File: src/rtl/lfsr_rr_server_if.sv
// Requester-side bundle of lfsr_rr_server: request/grant handshake plus the
// random value that goes with each grant.
// Handshake: a requester raises req[i] and holds it until it sees gnt[i];
// gnt[i] and rnd_valid are high together for exactly one cycle, and
// rnd_data is meaningful in that cycle and holds until the next grant.
interface lfsr_rr_server_if #(
  parameter int NREQ = 4
) ();
  logic [NREQ-1:0] req;
  logic [NREQ-1:0] gnt;
  logic            rnd_valid;
  logic [12:0]     rnd_data;

  modport master (output req, input gnt, input rnd_valid, input rnd_data);
  modport slave  (input req, output gnt, output rnd_valid, output rnd_data);
endinterface

File: src/rtl/lfsr_rr_server.sv
// 13-bit Fibonacci LFSR (x^13+x^4+x^3+x+1) shared by NREQ requesters.
// Each grant forces one fresh advance and delivers the new value; with no
// request pending the LFSR free-runs on step_tick.
// Optional macro LFSR_FIXED_PRIO_EN: fixed priority (lowest index wins)
// instead of round-robin.
// fsm_state exposes the FSM state (IDLE=0, STEP=1, GRANT=2).
module lfsr_rr_server #(
  parameter int          NREQ = 4,
  parameter logic [12:0] SEED = 13'h0001
) (
  input  logic              clk,
  input  logic              reset,
  input  logic              step_tick,
  input  logic              seed_load,
  input  logic [12:0]       seed_val,
  output logic [12:0]       lfsr_out,
  output logic              max_tick,
  output logic              busy,
  output logic [1:0]        fsm_state,
  lfsr_rr_server_if.slave   rr
);

  localparam int IW = (NREQ > 1) ? $clog2(NREQ) : 1;

  typedef enum logic [1:0] {IDLE = 2'd0, STEP = 2'd1, GRANT = 2'd2} state_t;

  state_t          state_q, state_n;
  logic [12:0]     lfsr_q, lfsr_n, lfsr_adv;
  logic [12:0]     cnt_q, cnt_n;
  logic [IW-1:0]   win_q, win_n, pick;
  logic [NREQ-1:0] gnt_q, gnt_n;
  logic            valid_q, valid_n;
  logic [12:0]     data_q, data_n;
  logic            tick_q, tick_n;
  logic            do_adv;
`ifndef LFSR_FIXED_PRIO_EN
  logic [IW-1:0]   last_q, last_n;
`endif

  assign lfsr_adv     = {lfsr_q[11:0], lfsr_q[12] ^ lfsr_q[3] ^ lfsr_q[2] ^ lfsr_q[0]};
  assign lfsr_out     = lfsr_q;
  assign max_tick     = tick_q;
  assign busy         = (state_q != IDLE);
  assign fsm_state    = state_q;
  assign rr.gnt       = gnt_q;
  assign rr.rnd_valid = valid_q;
  assign rr.rnd_data  = data_q;

  // Arbitration: choose the winner among the currently requesting inputs.
  always_comb begin
    pick = '0;
`ifdef LFSR_FIXED_PRIO_EN
    for (int i = NREQ - 1; i >= 0; i--) begin
      if (rr.req[i]) pick = IW'(i);
    end
`else
    // Scan downward so the smallest offset from last+1 is assigned last.
    for (int k = NREQ; k >= 1; k--) begin
      int t;
      t = int'(last_q) + k;
      if (t >= NREQ) t = t - NREQ;
      if (rr.req[t]) pick = IW'(t);
    end
`endif
  end

  // Next-state and registered-output logic; seed_load overrides everything.
  always_comb begin
    state_n = state_q;
    lfsr_n  = lfsr_q;
    cnt_n   = cnt_q;
    win_n   = win_q;
    gnt_n   = '0;
    valid_n = 1'b0;
    data_n  = data_q;
    tick_n  = 1'b0;
    do_adv  = 1'b0;
`ifndef LFSR_FIXED_PRIO_EN
    last_n  = last_q;
`endif
    case (state_q)
      IDLE: begin
        // A request wins over step_tick so a grant costs exactly one advance.
        if (|rr.req) begin
          win_n   = pick;
          state_n = STEP;
        end else if (step_tick) begin
          do_adv = 1'b1;
        end
      end
      STEP: begin
        do_adv       = 1'b1;
        gnt_n[win_q] = 1'b1;
        valid_n      = 1'b1;
        data_n       = lfsr_adv;
`ifndef LFSR_FIXED_PRIO_EN
        last_n       = win_q;
`endif
        state_n      = GRANT;
      end
      GRANT: begin
        state_n = IDLE;
      end
      default: begin
        state_n = IDLE;
      end
    endcase
    if (do_adv) begin
      lfsr_n = lfsr_adv;
      cnt_n  = (cnt_q == 13'd8190) ? 13'd0 : cnt_q + 13'd1;
      tick_n = (cnt_q == 13'd8190);
    end
    if (seed_load) begin
      lfsr_n  = (seed_val == 13'd0) ? SEED : seed_val;
      cnt_n   = 13'd0;
      state_n = IDLE;
      gnt_n   = '0;
      valid_n = 1'b0;
      tick_n  = 1'b0;
      data_n  = data_q;
    end
  end

  // State and output registers.
  always_ff @(posedge clk or posedge reset) begin
    if (reset) begin
      state_q <= IDLE;
      lfsr_q  <= SEED;
      cnt_q   <= 13'd0;
      win_q   <= '0;
      gnt_q   <= '0;
      valid_q <= 1'b0;
      data_q  <= 13'd0;
      tick_q  <= 1'b0;
`ifndef LFSR_FIXED_PRIO_EN
      last_q  <= IW'(NREQ - 1);
`endif
    end else begin
      state_q <= state_n;
      lfsr_q  <= lfsr_n;
      cnt_q   <= cnt_n;
      win_q   <= win_n;
      gnt_q   <= gnt_n;
      valid_q <= valid_n;
      data_q  <= data_n;
      tick_q  <= tick_n;
`ifndef LFSR_FIXED_PRIO_EN
      last_q  <= last_n;
`endif
    end
  end

endmodule

File: src/flat_wrapper.sv
// flat-port wrapper written by rule: the top's interface ports become plain ports
module lfsr_rr_server_flat 
#(
  parameter int          NREQ = 4,
  parameter logic [12:0] SEED = 13'h0001
)
  (clk, reset, step_tick, seed_load, seed_val, lfsr_out, max_tick, busy, fsm_state, rr_req, rr_gnt, rr_rnd_valid, rr_rnd_data);
  lfsr_rr_server_if #(.NREQ(NREQ)) rr_i ();
  input  logic clk;
  input  logic reset;
  input  logic step_tick;
  input  logic seed_load;
  input  logic [12:0] seed_val;
  output logic [12:0] lfsr_out;
  output logic max_tick;
  output logic busy;
  output logic [1:0] fsm_state;
  input wire logic [$bits(rr_i.req)-1:0] rr_req;
  output wire logic [$bits(rr_i.gnt)-1:0] rr_gnt;
  output wire logic [$bits(rr_i.rnd_valid)-1:0] rr_rnd_valid;
  output wire logic [$bits(rr_i.rnd_data)-1:0] rr_rnd_data;
  assign rr_i.req = rr_req;
  assign rr_gnt = rr_i.gnt;
  assign rr_rnd_valid = rr_i.rnd_valid;
  assign rr_rnd_data = rr_i.rnd_data;
  lfsr_rr_server #(.NREQ(NREQ), .SEED(SEED)) u_core (.clk(clk), .reset(reset), .step_tick(step_tick), .seed_load(seed_load), .seed_val(seed_val), .lfsr_out(lfsr_out), .max_tick(max_tick), .busy(busy), .fsm_state(fsm_state), .rr(rr_i));
endmodule
File: config.mk
export PLATFORM = sky130hd
export DESIGN_NAME = lfsr_rr_server_flat
export DESIGN_NICKNAME = d
export VERILOG_FILES = /design/src/rtl/lfsr_rr_server_if.sv /design/src/rtl/lfsr_rr_server.sv /design/src/flat_wrapper.sv
export SDC_FILE = /design/constraint.sdc
export NUM_CORES = 1
export LEC_CHECK = 0
export ABC_AREA = 1
export ABC_CLOCK_PERIOD_IN_PS = 2200
export CORE_MARGIN = 3
export CORE_UTILIZATION = 51
export CTS_BUF_LIST = sky130_fd_sc_hd__clkbuf_4 sky130_fd_sc_hd__clkbuf_8 sky130_fd_sc_hd__clkbuf_16
export DETAILED_ROUTE_END_ITERATION = 7
export PLACE_DENSITY = 0.79
export SYNTH_ARGS = -nofsm -noshare
export SYNTH_HDL_FRONTEND = slang
export SYNTH_SLANG_ARGS = --single-unit
File: constraint.sdc
create_clock -name clk -period 2.2 [get_ports clk]
set_clock_uncertainty 0.05 [all_clocks]
set_input_delay 0.44 -clock clk [delete_from_list [all_inputs] [get_ports clk]]
set_output_delay 0.44 -clock clk [all_outputs]
set_load 0.005 [all_outputs]
==> reports/results.ini, run 1 <==
[global_route]
antenna_found_initial = 0
grt_pass1_wl_um = 10100
overflow = 0
grt_start_max_net_pins = 33
gr-usage-all-layers_pct = 20.5
grt_pass1_vias = 2200

[power_and_ir_drop]
internal-power_mw = 2.03
power_density_nw_per_um2 = 866
swShare_pct = 30.8
finalPower_mw = 2.94
seqPwrFrac_pct = 43.2
ir_drop_mv = 0.464
pwr-share-comb_pct = 30.7
p_switching_mw = 0.904
clockPowerShare_pct = 26.2
p_leak_nw = 1.57

[route]
wl_um = 6020
dr.pass1.iters = 4
drcViolationCount = 0
detail-route-antenna-nets = 0
vias_per_cell = 5.08
vias = 2286
post_drt_wl_per_cell_um = 13.4
drtIter0Drc = 112

[worst_setup_path]
start_kind = flop
max_stage_delay_ns = 0.58
cp-end-kind = output port
arrival_ns = 1.38
r2r_slack_ns = 0.62
crit_buf_inv = 1
cp_data_required_time_ns = 1.71
slowest_stage = dfstp_2
cp_top_family = flip-flops
path_cells = clkdlybuf4s50_1
worstSetupPathType = reg2out
worstPathMaxFanout = 4

[timing]
drv_slew = 0
worstMarginPinSlew_ns = 0.399
fmax_mhz = 535
min_period_ns = 1.87
rsz0062_at_grt = no
fin_ws_ns = 0.331
whs_ns = 0.388
max_slew_margin_pct = 73.4
setup_viol = 0
fin_crit_sh_pct = 85.0
setup_tns_ns = 0
hold_viol_final = 0

[clocking]
cts_tree = yes
cts_made_buffers = 5
clockBufferDepth = 2
postCtsSetupBuffers = 0
clk_pin_slew_worst_paths_ns = 0.09
cts.sinks = 51
ctsHoldBuffers = 0
root_buffer = clkbuf_8
clk_latency_ns = 0.30
ctsResizeCount = 0
cts_htree_levels = 2

[die]
coreArea_um2 = 5140
dieArea_um2 = 6270
initial_core_util_pct = 53.2
rows = 26
num_io_pins = 56
die_h_um = 79.2
die_x_um = 79.2

[synth]
synth_area_leader_cell = dfrtp_1
ys_ff_latch = 51
yosysTopAreaCellShare_pct = 44.0
syn-mean-instance-area_um2 = 8.16
synth_fp_nets = 358
yosysWarnings = 0
ys_seq_area_share_pct = 46.8
synth_area_leaders = dfrtp_1, nand2_1, inv_1
syn_inst = 335
synth.distinct_cells = 38
synth_edf_count = 0
synth-main-ff-cell = dfrtp_1
syn-cell-area_um2 = 2730
asyncSetResetFlopFracSynth_pct = 100

[layout]
diodes = 0
final_area_um2 = 3390
drive_above_1_share_pct = 12.1
fin_util_pct = 65.9
final_cell_count_no_fill = 450
final_common_cell = nand2_1
multi_input_area_um2 = 1110
fillers = 440
regArea_um2 = 1280
layout.nets = 402
mostFrequentLayoutCells = nand2_1, clkdlybuf4s50_1, dfrtp_1
syn_to_final_growth_pct = 24.0

[placed_design]
io_buffers = 55
numPlacedInstances = 442
gp_congestion = 0.879
hpwl_um = 4530
dp_slack_ns = 0.157
dpl_cell_area_um2 = 3250

[worst_hold_path]
min_path_type = in2async

[run_status]
status = finished clean

[flow_run]
drv_cap = 0

==> worst paths after layout <==
check / start / endpoint / depth (start not counted)
min: reset / u_core.cnt_q[8] / 2
min reg2reg: u_core.win_q[0] / u_core.rr.gnt[0] / 1
max: u_core.lfsr_out[0] / lfsr_out[0] / 1
max reg2reg: u_core.cnt_q[0] / u_core.cnt_q[1] / 9
max in group asynchronous: reset / u_core.lfsr_out[0] / 3
min in group clk: u_core.win_q[0] / u_core.rr.gnt[0] / 1
==> cell families (layout without fill, tap and decap cells) <==
| logic type | count (synthesis) | count (layout) | share of synthesized area, % |
|---|---|---|---|
| xor gates and xnor gates | 5 | 5 | 1.60 |
| DFF | 51 | 51 | 46.8 |
| adders and majority gates | 2 | 2 | 0.916 |
| AOI/OAI and AO/OA | 52 | 52 | 10.7 |
| buffers and inverters | 70 | 115 | 12.5 |
| and+or+nand+nor | 155 | 155 | 27.4 |
==> cell usage after synthesis (2+ instances only) <==
library cell	instances
buf_4	14
dfstp_2	3
xnor2_1	3
inv_2	7
nand4_1	5
nand3_1	20
o22ai_1	3
inv_1	38
nor2_2	3
o221ai_1	4
nand2_1	85
nor2_1	15
nor3_1	5
buf_6	2
clkinv_1	2
dfrtp_1	48
nor4_1	4
nand2_4	2
o21ai_1	9
inv_4	2
nor2_4	3
nand2_2	5
buf_2	5
ha_1	2
o21ai_2	2
nor3_2	2
xor2_1	2
a21oi_1	11
o21ai_0	20
==> area by class of cell <==
type / instances / area share (%)
inverters: 49 / 5.57
clock inverters: 2 / 1.77
multi-input cells: 214 / 32.8
flip-flops and latches: 51 / 37.8
repair buffers: 58 / 17.3
clock buffers: 6 / 2.25
well taps: 70 / 2.58
==> state kept, by name, indices dropped and copies added, names as in the netlist <==
signal	cells
u_core.win_q	2
u_core.max_tick	1
u_core.last_q	2
u_core.lfsr_out	13
u_core.fsm_state	2
u_core.rr.rnd_valid	1
u_core.rr.rnd_data	13
u_core.rr.gnt	4
u_core.cnt_q	13
==> per-layer routing <==
metal	part of all wire, %	routed length, um	track usage (%)	up-vias
met1	45	2720	26.9	1066
met3	5.7	346	3.97	6
li1	-	-	-	1154
met5	0	0	0	-
met2	48	2910	34.4	60
met4	0.88	53	5.84	0
==> power by group through the flow <==
| stage | Combinational, mW | Clock, mW | Sequential (mW) |
|---|---|---|---|
| after global placement | 0.879 | 0 | 1.28 |
| after CTS | 0.908 | 0.787 | 1.27 |
| after floorplan | 0.582 | 0 | 1.24 |
| after global routing | 1.01 | 0.822 | 1.29 |
| final | 0.900 | 0.768 | 1.27 |
| after detailed placement | 0.902 | 0 | 1.28 |
(Power assumes the default switching activity.)
==> inputs of run 2 (changes only) <==
ABC_CLOCK_PERIOD_IN_PS = 1700   (was 2200)
CORE_UTILIZATION = 46   (was 51)
PLACE_DENSITY = 0.76   (was 0.79)
clock period = 1.7 ns   (was 2.2 ns; I/O delays follow)
==> run 2 against run 1 <==
Effect of this change: setup slack got worse by 0.30 ns; clock power grew 11%; global-route usage is 1.5 points lower; hold slack got worse by 0.047 ns; flip-flop and latch count is the same; final cell count increased by 5.1%; core utilization is 3.0 points lower; cell area grew 4.8%; sequential share of layout area is 1.7 points lower; via count up 4.4%; count of clock-buffer cells in the layout stayed put; critical path type unchanged; critical endpoint is now fsm_state[0].
==> reports/results.ini, run 2 (synthesis gave the netlist of run 1 again) <==
[global_route]
grt_pass1_wl_um = 10800
antenna_found_initial = 0
grt_start_max_net_pins = 52
gr-usage-all-layers_pct = 19.0
grt_pass1_vias = 2297
overflow = 0

[power_and_ir_drop]
finalPower_mw = 3.74
power_density_nw_per_um2 = 1050
p_leak_nw = 1.67
ir_drop_mv = 0.703

[layout]
drive_above_1_share_pct = 17.2
layout.nets = 423
fin_util_pct = 63.0
final_common_cell = nand2_1
diodes = 0
mostFrequentLayoutCells = nand2_1, clkdlybuf4s50_1, dfrtp_1
syn_to_final_growth_pct = 30.0

[run_status]
status = finished clean

[worst_setup_path]
cp-end-kind = output port
path_cells = clkdlybuf4s50_1
reg2reg_depth = 9
max_stage_delay_ns = 0.54
cp_top_family = buffers and inverters
slowest_stage = clkdlybuf4s50_1
r2r-end = u_core.cnt_q[2]
worstPathMaxFanout = 3
cp_data_required_time_ns = 1.31
crit_buf_inv = 1
r2r_slack_ns = 0.13
start_kind = flop
arrival_ns = 1.28
worstSetupPathType = reg2out
r2r_start = u_core.cnt_q[0]

[timing]
worstMarginPinSlew_ns = 0.356
max_slew_margin_pct = 76.0
whs_ns = 0.340
fmax_mhz = 600
setup_viol = 0
fin_crit_sh_pct = 98.1
min_period_ns = 1.67
hold_viol_final = 0
drv_slew = 0

[clocking]
cts.sinks = 51
cts_made_buffers = 5
cts_tree = yes
cts_htree_levels = 2
clk_latency_ns = 0.31
clockBufferDepth = 2
clk_pin_slew_worst_paths_ns = 0.09
root_buffer = clkbuf_8
ctsHoldBuffers = 0

[route]
vias_per_cell = 5.05
dr.pass1.iters = 5
vias = 2387
post_drt_wl_per_cell_um = 13.4
drtIter0Drc = 112
drcViolationCount = 0
detail-route-antenna-nets = 0
wl_um = 6330

[die]
initial_core_util_pct = 48.4
dieArea_um2 = 6900
die_x_um = 83.1
num_io_pins = 56
coreArea_um2 = 5640
die_h_um = 83.1
rows = 27

[worst_hold_path]
min_path_type = in2async

[placed_design]
gp_congestion = 0.859
hpwl_um = 4710
io_buffers = 55

[flow_run]
drv_cap = 0

==> run 2: changes by cell type in the layout (fill, tap and decap cells not counted), sizes merged <==
cell	delta
dlygate4sd2	+2
buf	+21
clkdlybuf4s50	-2
bufinv	-1
clkinvlp	+1
==> run 2: layout make-up <==
class | count | area (um2)
Clock buffer | 6 | 76.3
Clock inverter | 2 | 37.5
Fill cell | 442 | 2090
Inverter | 49 | 189
Multi-Input combinational cell | 214 | 1110
Sequential cell | 51 | 1280
Tap cell | 72 | 90.1
Timing Repair Buffer | 79 | 766
==> run 2: timing repair <==
action / in CTS / in global routing
setup buffers: 6 / 2
gates resized for setup: 4 / 0
hold endpoints to repair: 0 / 0
endpoints found under the setup margin: 3 / 2
pin swaps: 1 / 0
==> run 2: layer usage <==
metal | part of all wire (%) | GRT usage [%] | up-vias
met1 | 45 | 24.7 | 1117
li1 | - | - | 1196
met3 | 4.4 | 3.27 | 10
met4 | 1.7 | 7.28 | 0
met5 | 0 | 0 | -
met2 | 49 | 31.6 | 64
==> run 2: worst max-delay path by stage <==
| stage | depth (start not counted) | start | endpoint | slack [ns] |
|---|---|---|---|---|
| after CTS | 1 | u_core.fsm_state[0] | fsm_state[0] | 0.04 |
| final | 1 | u_core.fsm_state[0] | fsm_state[0] | 0.03 |
| after global routing | 9 | u_core.cnt_q[0] | u_core.cnt_q[2] | -0.001 |
| after global placement | 8 | rr_req[0] | u_core.cnt_q[6] | -0.07 |
| after detailed placement | 7 | rr_req[1] | u_core.cnt_q[8] | -0.14 |
| after floorplan | 1 | reset | u_core.cnt_q[0] | 0.09 |
==> run 2: through the flow <==
stage / worst slack, ns / instance area, um2 / setup TNS, ns / std cells
finish: 0.0326 / 3550 / 0 / 473
global route: -0.00112 / 3550 / -0.00112 / 473
CTS: 0.0371 / 3540 / 0 / 471
detailed placement: -0.136 / 3380 / -2.20 / 457
global placement: -0.0736 / 3380 / -0.738 / 457
floorplan: 0.0854 / 2730 / 0 / 335
==> run 2: worst register-to-register path, delay by kind of cell, from the launching register on <==
kind / cells / cell delay [ns]
compound gates: 1 / 0.10
buf+inv: 2 / 0.12
flops: 1 / 0.42
fa+ha+maj: 1 / 0.14
simple gates: 5 / 0.62
==> run 2: power by group <==
group	internal, mW	leakage, nW	switching, mW
registers	1.45	0.649	0.185
clock network	0.455	0.0548	0.395
logic	0.636	0.965	0.621
==> inputs of run 3 (changes only) <==
CORE_MARGIN = not set   (was 3)
SETUP_SLACK_MARGIN = 0.15   (was not set)
==> run 3 against run 2 <==
Effect of this change: wire length up 7.8%; cell area up 8.5%; non-clock buffer count up 21; combinational power up 22%; die area down 9.4%; critical path type is now reg2reg; critical endpoint is now u_core.cnt_q[2].
==> reports/results.ini, run 3 (synthesis gave the netlist of run 1 again) <==
[clocking]
cts_htree_levels = 2
clockBufferDepth = 2
root_buffer = clkbuf_8
ctsHoldBuffers = 0
clk_latency_ns = 0.30
cts.sinks = 51
cts_tree = yes
clk_pin_slew_worst_paths_ns = 0.10
cts_made_buffers = 5

[global_route]
grt_start_max_net_pins = 52
grt_pass1_wl_um = 10700
overflow = 0
grt_pass1_vias = 2407
gr-usage-all-layers_pct = 21.6
antenna_found_initial = 0

[layout]
drive_above_1_share_pct = 27.9
layout.nets = 445
regArea_um2 = 1280
final_cell_count_no_fill = 495
fillers = 433
syn_to_final_growth_pct = 41.1
final_common_cell = nand2_1
fin_util_pct = 68.8
multi_input_area_um2 = 1250
diodes = 0
mostFrequentLayoutCells = nand2_1, dfrtp_1, buf_4

[worst_setup_path]
cp-end-kind = flop
arrival_ns = 1.69
start_kind = flop
cp_data_required_time_ns = 1.85
r2r_start = u_core.fsm_state[1]
reg2reg_depth = 8
r2r_slack_ns = 0.16
worstPathMaxFanout = 4
worstSetupPathType = reg2reg
r2r-end = u_core.cnt_q[2]

[timing]
fmax_mhz = 650
min_period_ns = 1.54
rsz0062_at_grt = yes
drv_slew = 0
worstMarginPinSlew_ns = 0.361
hold_viol_final = 0
fin_crit_sh_pct = 90.5
setup_viol = 0
max_slew_margin_pct = 75.9

[placed_design]
gp_congestion = 0.866
io_buffers = 55
hpwl_um = 4580
numPlacedInstances = 456

[route]
post_drt_wl_per_cell_um = 13.8
detail-route-antenna-nets = 0
vias = 2552
drtIter0Drc = 172
drcViolationCount = 0
wl_um = 6830
vias_per_cell = 5.16
dr.pass1.iters = 4

[die]
die_h_um = 79.1
rows = 27
num_io_pins = 56
dieArea_um2 = 6250
coreArea_um2 = 5610
die_x_um = 79.1
initial_core_util_pct = 48.7

[power_and_ir_drop]
ir_drop_mv = 0.611
power_density_nw_per_um2 = 1050
p_leak_nw = 1.99

[worst_hold_path]
min_path_type = in2async

[run_status]
status = finished clean

[flow_run]
drv_cap = 0

## run 3: where the power goes
group | leakage (nW) | switching (mW) | total, mW | internal (mW)
clock network | 0.0548 | 0.414 | 0.870 | 0.456
logic | 1.29 | 0.777 | 1.54 | 0.759
registers | 0.648 | 0.181 | 1.63 | 1.45
total | 1.99 | 1.37 | 4.04 | 2.67
## run 3: worst max-delay path by stage
stage	startpoint	endpoint	slack (ns)
5_1_grt	u_core.cnt_q[1]	u_core.cnt_q[2]	0.07
3_3_place_gp	rr_req[1]	u_core.cnt_q[11]	-0.05
6_report	u_core.fsm_state[1]	u_core.cnt_q[2]	0.16
4_1_cts	u_core.rr.rnd_data[5]	rr_rnd_data[5]	0.15
2_1_floorplan	u_core.last_q[0]	u_core.win_q[0]	0.33
3_5_place_dp	rr_req[0]	u_core.cnt_q[11]	-0.13
## run 3: cell type report
cell class                      instances  share of cell area, %
Sequential cell                        51                   33.2
Multi-Input combinational cell        215                   32.3
Timing Repair Buffer                  100                   24.1
Inverter                               49                   5.00
Tap cell                               72                   2.34
Clock buffer                            6                   1.98
Clock inverter                          2                  0.973
## run 3: routing by layer
layer / vias up / GRT usage, % / routed length [um]
met5: - / 0 / 0
met4: 0 / 6.00 / 136
met3: 14 / 4.14 / 416
met2: 90 / 36.7 / 3270
met1: 1208 / 28.0 / 3010
li1: 1240 / - / -
## run 3: metrics by stage
stage | area [um2] | setup slack, ns | total power, mW | TNS [ns] | hold slack (ns)
3_5_place_dp | 3360 | -0.129 | 2.86 | -1.49 | 0.406
6_report | 3860 | 0.161 | 4.04 | 0 | 0.380
5_1_grt | 3860 | 0.0714 | 4.29 | 0 | 0.422
2_1_floorplan | 2740 | 0.327 | 2.36 | 0 | 0.338
3_3_place_gp | 3360 | -0.0495 | 2.83 | -0.456 | 0.404
4_1_cts | 3590 | 0.151 | 3.74 | 0 | 0.408
## run 3: what timing repair did
item                       CTS  global route
resized for setup           26            48
setup buffers               19            10
setup endpoints to repair   27            24
pin swaps                    1            12
gates cloned                 0             2
## run 3: critical path, stage by stage, from the launching register on
cell and delay, ns:
dfrtp_1 0.42, buf_4 0.15, inv_2 0.09, nand4_4 0.16
nand2_2 0.16, nor2_4 0.06, buf_4 0.15, o21ai_1 0.14
nor2_1 0.06
